`config.mk`:
```
export PLATFORM = sky130hd
export DESIGN_NAME = facto_job_sequencer
export DESIGN_NICKNAME = d
export VERILOG_FILES = /design/src/rtl/facto_job_sequencer.sv
export SDC_FILE = /design/constraint.sdc
export NUM_CORES = 1
export LEC_CHECK = 0
export CAP_MARGIN = 5
export CORE_UTILIZATION = 41
export CTS_CLUSTER_SIZE = 40
export DETAILED_ROUTE_END_ITERATION = 8
export HOLD_SLACK_MARGIN = 0.08
export PLACE_DENSITY = 0.84
export SLEW_MARGIN = 15
export SYNTH_ARGS = -nofsm -noshare
export SYNTH_HDL_FRONTEND = slang
export SYNTH_SLANG_ARGS = --single-unit
```
`constraint.sdc`:
```
create_clock -name clk -period 1.6 [get_ports clk]
set_input_delay 0.4 -clock clk [delete_from_list [all_inputs] [get_ports clk]]
set_output_delay 0.4 -clock clk [all_outputs]
set_load 0.01 [all_outputs]
```
`src/rtl/facto_job_sequencer.sv`:
```
// Bus-master sequencer that runs one FactoCore factorial job per request:
// clear, enable interrupt, load operand, start, await interrupt, read the 128-bit result.
module facto_job_sequencer #(
  parameter logic [15:0] BASE_ADDR   = 16'h7000,
  parameter int unsigned TIMEOUT_CYC = 4096
) (
  input  logic          clk,
  input  logic          reset_n,
  input  logic          job_valid,
  output logic          job_ready,
  input  logic [63:0]   job_operand,
  output logic          res_valid,
  input  logic          res_ready,
  output logic [127:0]  res_data,
  output logic          res_err,
  output logic          busy,
  output logic          s_sel,
  output logic          s_wr,
  output logic [15:0]   s_addr,
  output logic [63:0]   s_din,
  input  logic [63:0]   s_dout,
  input  logic          interrupt
);

  localparam int unsigned    CntW    = $clog2(TIMEOUT_CYC + 1);
  localparam logic [CntW-1:0] CntLast = CntW'(TIMEOUT_CYC - 1);

  localparam logic [15:0] AddrStart = BASE_ADDR + 16'h0000;
  localparam logic [15:0] AddrClear = BASE_ADDR + 16'h0008;
  localparam logic [15:0] AddrIntEn = BASE_ADDR + 16'h0018;
  localparam logic [15:0] AddrOpnd  = BASE_ADDR + 16'h0020;
  localparam logic [15:0] AddrResH  = BASE_ADDR + 16'h0028;
  localparam logic [15:0] AddrResL  = BASE_ADDR + 16'h0030;

  typedef enum logic [3:0] {
    StIdle, StClrSet, StClrRel, StWrIen, StWrOpnd, StWrStart,
    StWaitInt, StRdH, StRdL, StAbort, StResp
  } state_e;

  state_e          state_q, state_d;
  logic [63:0]     operand_q, operand_d;
  logic [CntW-1:0] cnt_q, cnt_d;
  logic            job_ready_q, job_ready_d;
  logic            res_valid_q, res_valid_d;
  logic [127:0]    res_data_q, res_data_d;
  logic            res_err_q, res_err_d;
  logic            s_sel_q, s_sel_d;
  logic            s_wr_q, s_wr_d;
  logic [15:0]     s_addr_q, s_addr_d;
  logic [63:0]     s_din_q, s_din_d;

  always_comb begin
    state_d    = state_q;
    operand_d  = operand_q;
    cnt_d      = cnt_q;
    res_data_d = res_data_q;
    res_err_d  = res_err_q;

    unique case (state_q)
      StIdle: begin
        if (job_valid && job_ready_q) begin
          operand_d = job_operand;
          state_d   = StClrSet;
        end
      end
      StClrSet:  state_d = StClrRel;
      StClrRel:  state_d = StWrIen;
      StWrIen:   state_d = StWrOpnd;
      StWrOpnd:  state_d = StWrStart;
      StWrStart: begin
        cnt_d   = '0;
        state_d = StWaitInt;
      end
      StWaitInt: begin
        // Interrupt takes priority over a timeout landing in the same cycle.
        if (interrupt) begin
          state_d = StRdH;
        end else if (cnt_q == CntLast) begin
          state_d = StAbort;
        end else begin
          cnt_d = cnt_q + CntW'(1);
        end
      end
      StRdH: begin
        res_data_d[127:64] = s_dout;
        state_d            = StRdL;
      end
      StRdL: begin
        res_data_d[63:0] = s_dout;
        state_d          = StResp;
      end
      StAbort: begin
        res_data_d = '0;
        res_err_d  = 1'b1;
        state_d    = StResp;
      end
      StResp: begin
        if (res_ready) begin
          res_err_d = 1'b0;
          state_d   = StIdle;
        end
      end
      default: state_d = StIdle;
    endcase

    // Bus outputs are registered and decoded from the upcoming state, so each
    // access is presented for exactly the cycle its state is resident.
    s_sel_d  = 1'b0;
    s_wr_d   = 1'b0;
    s_addr_d = '0;
    s_din_d  = '0;
    unique case (state_d)
      StClrSet:  begin s_sel_d = 1'b1; s_wr_d = 1'b1; s_addr_d = AddrClear; s_din_d = 64'd1; end
      StClrRel:  begin s_sel_d = 1'b1; s_wr_d = 1'b1; s_addr_d = AddrClear; s_din_d = 64'd0; end
      StWrIen:   begin s_sel_d = 1'b1; s_wr_d = 1'b1; s_addr_d = AddrIntEn; s_din_d = 64'd1; end
      StWrOpnd:  begin s_sel_d = 1'b1; s_wr_d = 1'b1; s_addr_d = AddrOpnd;  s_din_d = operand_d; end
      StWrStart: begin s_sel_d = 1'b1; s_wr_d = 1'b1; s_addr_d = AddrStart; s_din_d = 64'd1; end
      StRdH:     begin s_sel_d = 1'b1; s_addr_d = AddrResH; end
      StRdL:     begin s_sel_d = 1'b1; s_addr_d = AddrResL; end
      StAbort:   begin s_sel_d = 1'b1; s_wr_d = 1'b1; s_addr_d = AddrClear; s_din_d = 64'd1; end
      default:   ;
    endcase

    job_ready_d = (state_d == StIdle);
    res_valid_d = (state_d == StResp);
  end

  always_ff @(posedge clk) begin
    if (!reset_n) begin
      state_q     <= StIdle;
      operand_q   <= '0;
      cnt_q       <= '0;
      job_ready_q <= 1'b0;
      res_valid_q <= 1'b0;
      res_data_q  <= '0;
      res_err_q   <= 1'b0;
      s_sel_q     <= 1'b0;
      s_wr_q      <= 1'b0;
      s_addr_q    <= '0;
      s_din_q     <= '0;
    end else begin
      state_q     <= state_d;
      operand_q   <= operand_d;
      cnt_q       <= cnt_d;
      job_ready_q <= job_ready_d;
      res_valid_q <= res_valid_d;
      res_data_q  <= res_data_d;
      res_err_q   <= res_err_d;
      s_sel_q     <= s_sel_d;
      s_wr_q      <= s_wr_d;
      s_addr_q    <= s_addr_d;
      s_din_q     <= s_din_d;
    end
  end

  assign job_ready = job_ready_q;
  assign res_valid = res_valid_q;
  assign res_data  = res_data_q;
  assign res_err   = res_err_q;
  assign busy      = (state_q != StIdle);
  assign s_sel     = s_sel_q;
  assign s_wr      = s_wr_q;
  assign s_addr    = s_addr_q;
  assign s_din     = s_din_q;

endmodule

```
---- After elaboration in Yosys (flattened, before gate mapping) ----
Cells that the tools add are included.
word-level totals
  output and inout bits ................... 214
  bits of input ports ..................... 133
  bits in registers ....................... 294
operators by class
  reduce and logical (&&, ||, !) cells .... 15
  mux-type cells .......................... 18
  equality and inequality tests ........... 23
  add/subtract/negate cells ............... 1
operators by type and width
  cell                                                   number
  case mux 64 bit (2 select lines)                       3
  two-way mux 64 bit                                     2
  case mux 15 bit (6 select lines)                       1
  case mux 4 bit (10 select lines)                       1
  equality test 4 x 3 -> 1 bit, second input constant    7
  two-way mux 13 bit                                     2
  case mux 13 bit (2 select lines)                       1
  equality test 4 bit, second input constant             6
  equality test 4 x 2 -> 1 bit, second input constant    4
  two-way mux 4 bit                                      4
  adder 13 x 1 -> 13 bit, second input constant          1
  equality test 13 x 12 -> 1 bit, second input constant  1
  equality test 4 x 1 -> 1 bit, second input constant    2
  zero test 4 bit                                        2
  nonzero test 2 bit                                     4
  OR reduction 8 bit                                     1
  != test 2 bit, second input constant                   3
  OR reduction 6 bit                                     1
  nonzero test 4 bit                                     1
  OR reduction 4 bit                                     1
  two-way mux 1 bit                                      3
  AND reduction 3 bit                                    1
  OR reduction 3 bit                                     1
  case mux 1 bit (2 select lines)                        1
  other kinds (3)                                        3

---- Logic depth before layout (Yosys ltp) ----
  depth after elaboration ................. 7
  gate-level depth with buffers ........... 8
  gate-level depth less buffers ........... 6

---- Worst setup path before layout ----
Ideal clock, no wire load.
  path kind ............................... register to register
  start point ............................. register cnt_q[0]
  end point ............................... register s_addr_q[13] (netlist: s_addr[13])
  arrival ................................. 1.620 ns
  library setup time ...................... 0.087 ns
  cell stages (with the launch flop) ...... 7
  setup slack ............................. -0.107 ns
  path buffers ............................ 0
  path through ............................ dfxtp_1 -> ha_1 -> nand4_2 -> nor4_4 -> nor2_2 -> and3_1 -> o31ai_1
between the ends
  word-level cells in the longest chain between the ends .. 7
  elaborated cells on any way between the ends .. 14
  those cells by class .................... 9 x eq/ne; 4 x mux; 1 x reduce/logical
RTL lines
  item                                         RTL line  RTL
  start: declaration                           42        logic [CntW-1:0] cnt_q, cnt_d;
  start signal: assignment                     144       cnt_q <= cnt_d;
  equality test 13 x 12 -> 1 bit *             78        end else if (cnt_q == CntLast) begin
  two-way mux 4 bit *                          78
  two-way mux 4 bit *                          76        if (interrupt) begin
  case mux 4 bit (10 select lines) *           59        unique case (state_q)
  equality test 4 bit (tied with other cells)  112       unique case (state_d)
  OR reduction 3 bit (no line)                 --
  case mux 15 bit (6 select lines) *           112
  end signal: assignment                       151       s_addr_q <= s_addr_d;
  end: declaration                             49        logic [15:0] s_addr_q, s_addr_d;
Mark *: on every way between the ends. The rest lies on a longest branch, timed or not.
A chain may end at the register's enable or synchronous reset.

---- Worst setup path after layout ----
  start point ............................. register state_q[2]
  end point ............................... register res_data_q[4] (netlist: res_data[4])
between the ends
  word-level cells in the longest chain between the ends .. 2
  elaborated cells on any way between the ends .. 4
  those cells by class .................... 2 x eq/ne; 1 x mux; 1 x reduce/logical
RTL lines
  item                                                                    RTL line  RTL
  start: declaration                                                      40        state_e state_q, state_d;
  start signal: assignment                                                130       state_q <= StIdle;
  start signal: assignment                                                142       state_q <= state_d;
  equality test 4 bit                                                     59
  case mux 64 bit (2 select lines) or nonzero test 2 bit (tied branches)  --
  end signal: assignment                                                  147       res_data_q <= res_data_d;
  end: declaration                                                        45        logic [127:0] res_data_q, res_data_d;
Parallel ways exist; a longest one is shown, timed or not.

==> results.cfg <==
[critical_path]
worst-r2r-setup-slack_ns = -0.11
cp-startpoint = state_q[2]$_SDFF_PN0_
critPathKind = flip-flop to flip-flop
max_stage_delay_ns = 0.36
r2r_start = state_q[2]$_SDFF_PN0_
end_kind = flip-flop
cp_cell_sequence = buf_6 > buf_6 > nor3b_4 > buf_6 > buf_8 > clkbuf_16 > and3_1 > a21oi_1 > nor2_1
cp-start-kind = flip-flop
cp.arrival_ns = 2.19
critPathRequiredTime_ns = 2.08
critPathMaxFanout = 5
slowest_stage = dfxtp_4
cp_common_cell = buf_6

[min_path]
min_path_type = input port to flip-flop
min_from = s_dout[50]

[clock_network]
clk_pin_slew_worst_paths_ns = 0.06
cts_max_level = 1
clk_latency_ns = 0.56
cts_tree = yes
cts_hold_buffers = 0
root_buffer = clkbuf_16
clock_sinks = 282
numCtsBuffers = 29
cts_buffer_depth = 3

[finish]
layout-drive-gt1-share_pct = 20.1
final-seq-area_um2 = 5670
layout.nets = 1597
multi_input_area_um2 = 4370
finalCoreUtilization_pct = 66.7
antenna_cells = 0
area_delta_synth_final_pct = 58.7
fill_cells = 1797

[outcome]
violations = negative setup slack
status = finished with violations

[timing]
final-hold-violation-count = 0
max_freq_mhz = 586
rsz0062_at_grt = yes
max_slew_margin_pct = 60.5
report.final.slew_viol_count = 0
fin_crit_ns = 1.71
setup_viol = 123
worst_slack_ns = -0.106
worstMarginPinSlew_ns = 0.592
fin_skew_ns = 0.0122
fin_crit_sh_pct = 107
setup_tns_ns = -4.57

[placement]
hpwlAfterDp_mm = 21.2
port_buffers = 336
gp_congestion = 0.897

[grt]
overflow = 0
grt_max_degree = 67
grt_pass1_wl_mm = 47.3
grt_pass1_vias = 8745
antenna_found_initial = 0
grt_usage_pct = 24.4

[logic_synthesis]
synth_edf_count = 0
synth_top_area_share_pct = 57.0
ys_async_sr_fraction_pct = 0
avgSynthCellArea_um2 = 9.08
synthTopCellsByArea = dfxtp_1 57%, a21oi_1 7.0%, mux2i_1 6.4%
synthDistinctLibCells = 48
ys_ff_latch = 282
synth_warnings = 0
synth-seq-area-share_pct = 57.0
synth.largest_area_cell = dfxtp_1
synth_cells = 1090
syn_area_um2 = 9900
ys.flop_type = dfxtp_1

[drt]
drtAntennaViolNets = 0
wl_per_cell_um = 19.4
drc_errors = 0
first_pass_iters = 5
vias = 9531
drt_iter0_drc = 557
vias_per_cell = 5.30
totalWireLength_mm = 34.8

[floorplanning]
dieArea_um2 = 24800
ios = 347
fp.dieW_um = 157
die_y_um = 157
core_area_um2 = 23500
start_util_pct = 42.0
row_count = 56

[power]
powerDensity_nw_per_um2 = 995
peakVddDrop_mv = 0.773
leakage_nw = 6.52

[run]
max_cap_violations = 0
[stage by stage]
| stage | total power [mW] | setup slack (ns) | std cells | hold slack, ns | area (um2) |
|---|---|---|---|---|---|
| 6_report | 15.6 | -0.106 | 1798 | 0.416 | 15700 |
| 3_5_place_dp | 9.15 | -0.478 | 1725 | 0.447 | 14000 |
| 4_1_cts | 15.4 | -0.258 | 1784 | 0.398 | 15000 |
| 2_1_floorplan | 8.35 | -0.0294 | 1099 | 0.453 | 9950 |
| 5_1_grt | 16.1 | -0.156 | 1798 | 0.413 | 15700 |
| 3_3_place_gp | 9.11 | -0.455 | 1725 | 0.441 | 14000 |
[report_power, final]
group	leakage, nW	internal (mW)	switching (mW)	total (mW)
Clock	0.434	3.60	2.76	6.37
Combinational	3.80	0.943	0.984	1.93
Sequential	2.28	7.23	0.0953	7.32
Total	6.52	11.8	3.84	15.6
[critical path, delay by kind of cell (launching register included)]
family | cells | cell delay, ns
AO/OA/AOI/OAI | 1 | 0.04
buffers and inverters | 5 | 0.70
flip-flops | 1 | 0.36
AND/OR/NAND/NOR | 3 | 0.52
[logic make-up (layout without fill, tap and decap cells)]
logic type      count (synthesis)  count (layout)  share of synthesized area, %
compound gates                170             170                          9.29
xor+xnor                        9               9                         0.797
fa+ha+maj                       1               1                         0.126
buf+inv                       101             481                          4.96
flops                         282             282                          57.0
mux                            63              63                          6.37
other cells                     1              10                        0.0379
simple gates                  463             463                          21.4
[sequential cells by signal, indices dropped and copies added (netlist names)]
| name | flops |
|---|---|
| cnt_q | 13 |
| job_ready | 1 |
| operand_q | 64 |
| res_data | 128 |
| res_err | 1 |
| res_valid | 1 |
| s_addr | 4 |
| s_din | 64 |
| s_sel | 1 |
| s_wr | 1 |
| state_q | 4 |
[per-layer routing]
metal | up-vias | GRT usage (%) | wire, um
met4 | 0 | 9.52 | 1530
met1 | 4595 | 28.7 | 13600
met3 | 113 | 5.18 | 2280
li1 | 4406 | - | -
met5 | - | 0 | 0
met2 | 417 | 43.3 | 17400
[area by class of cell]
| type | count | share of cell area, % |
|---|---|---|
| Sequential cell | 282 | 36.1 |
| Multi-Input combinational cell | 716 | 27.8 |
| Timing Repair Buffer | 428 | 27.7 |
| Clock buffer | 41 | 5.29 |
| Tap cell | 319 | 2.54 |
| Clock inverter | 6 | 0.375 |
| Inverter | 6 | 0.175 |
[worst paths after layout]
kind | cells after the start | endpoint
setup / recovery | 9 | res_data[4]$_SDFFE_PN0P_
hold / removal | 3 | res_data[114]$_SDFFE_PN0P_
setup reg to reg | 9 | res_data[4]$_SDFFE_PN0P_
hold reg to reg | 2 | res_data[89]$_SDFFE_PN0P_
[synthesized netlist by cell type, drive strengths merged, types with 6 or more instances]
cell	count
nor2	155
o21ai	8
nand2	142
and3	68
mux2i	63
xnor2	9
nor3	68
nand3	7
a211oi	6
dfxtp	282
clkbuf	57
buf	38
a21oi	139
[placed cells by master, fill, tap and decap left out, drive strengths merged, types with 3 or more instances in the layout]
cell           count
a211oi             6
a21oi            139
nor4               3
dfxtp            282
inv                8
xnor2              9
nand2            142
nand2b             5
clkdlybuf4s50    132
and3              68
mux2i             63
buf               86
dlygate4sd2      110
nand4              4
nand3              7
o21ai              8
clkinv             3
clkdlybuf4s15     66
nor3              68
o31ai              4
nor2             155
nor3b              3
clkbuf            75
conb              10
[repair_timing]
action	4_1_cts	5_1_grt
buffers inserted	9	5
resized for setup	289	201
setup endpoints to repair	348	274
pin swaps	6	18
cloned	4	11
endpoints found under the hold margin	0	0
Power figures use the tool's default switching activity.
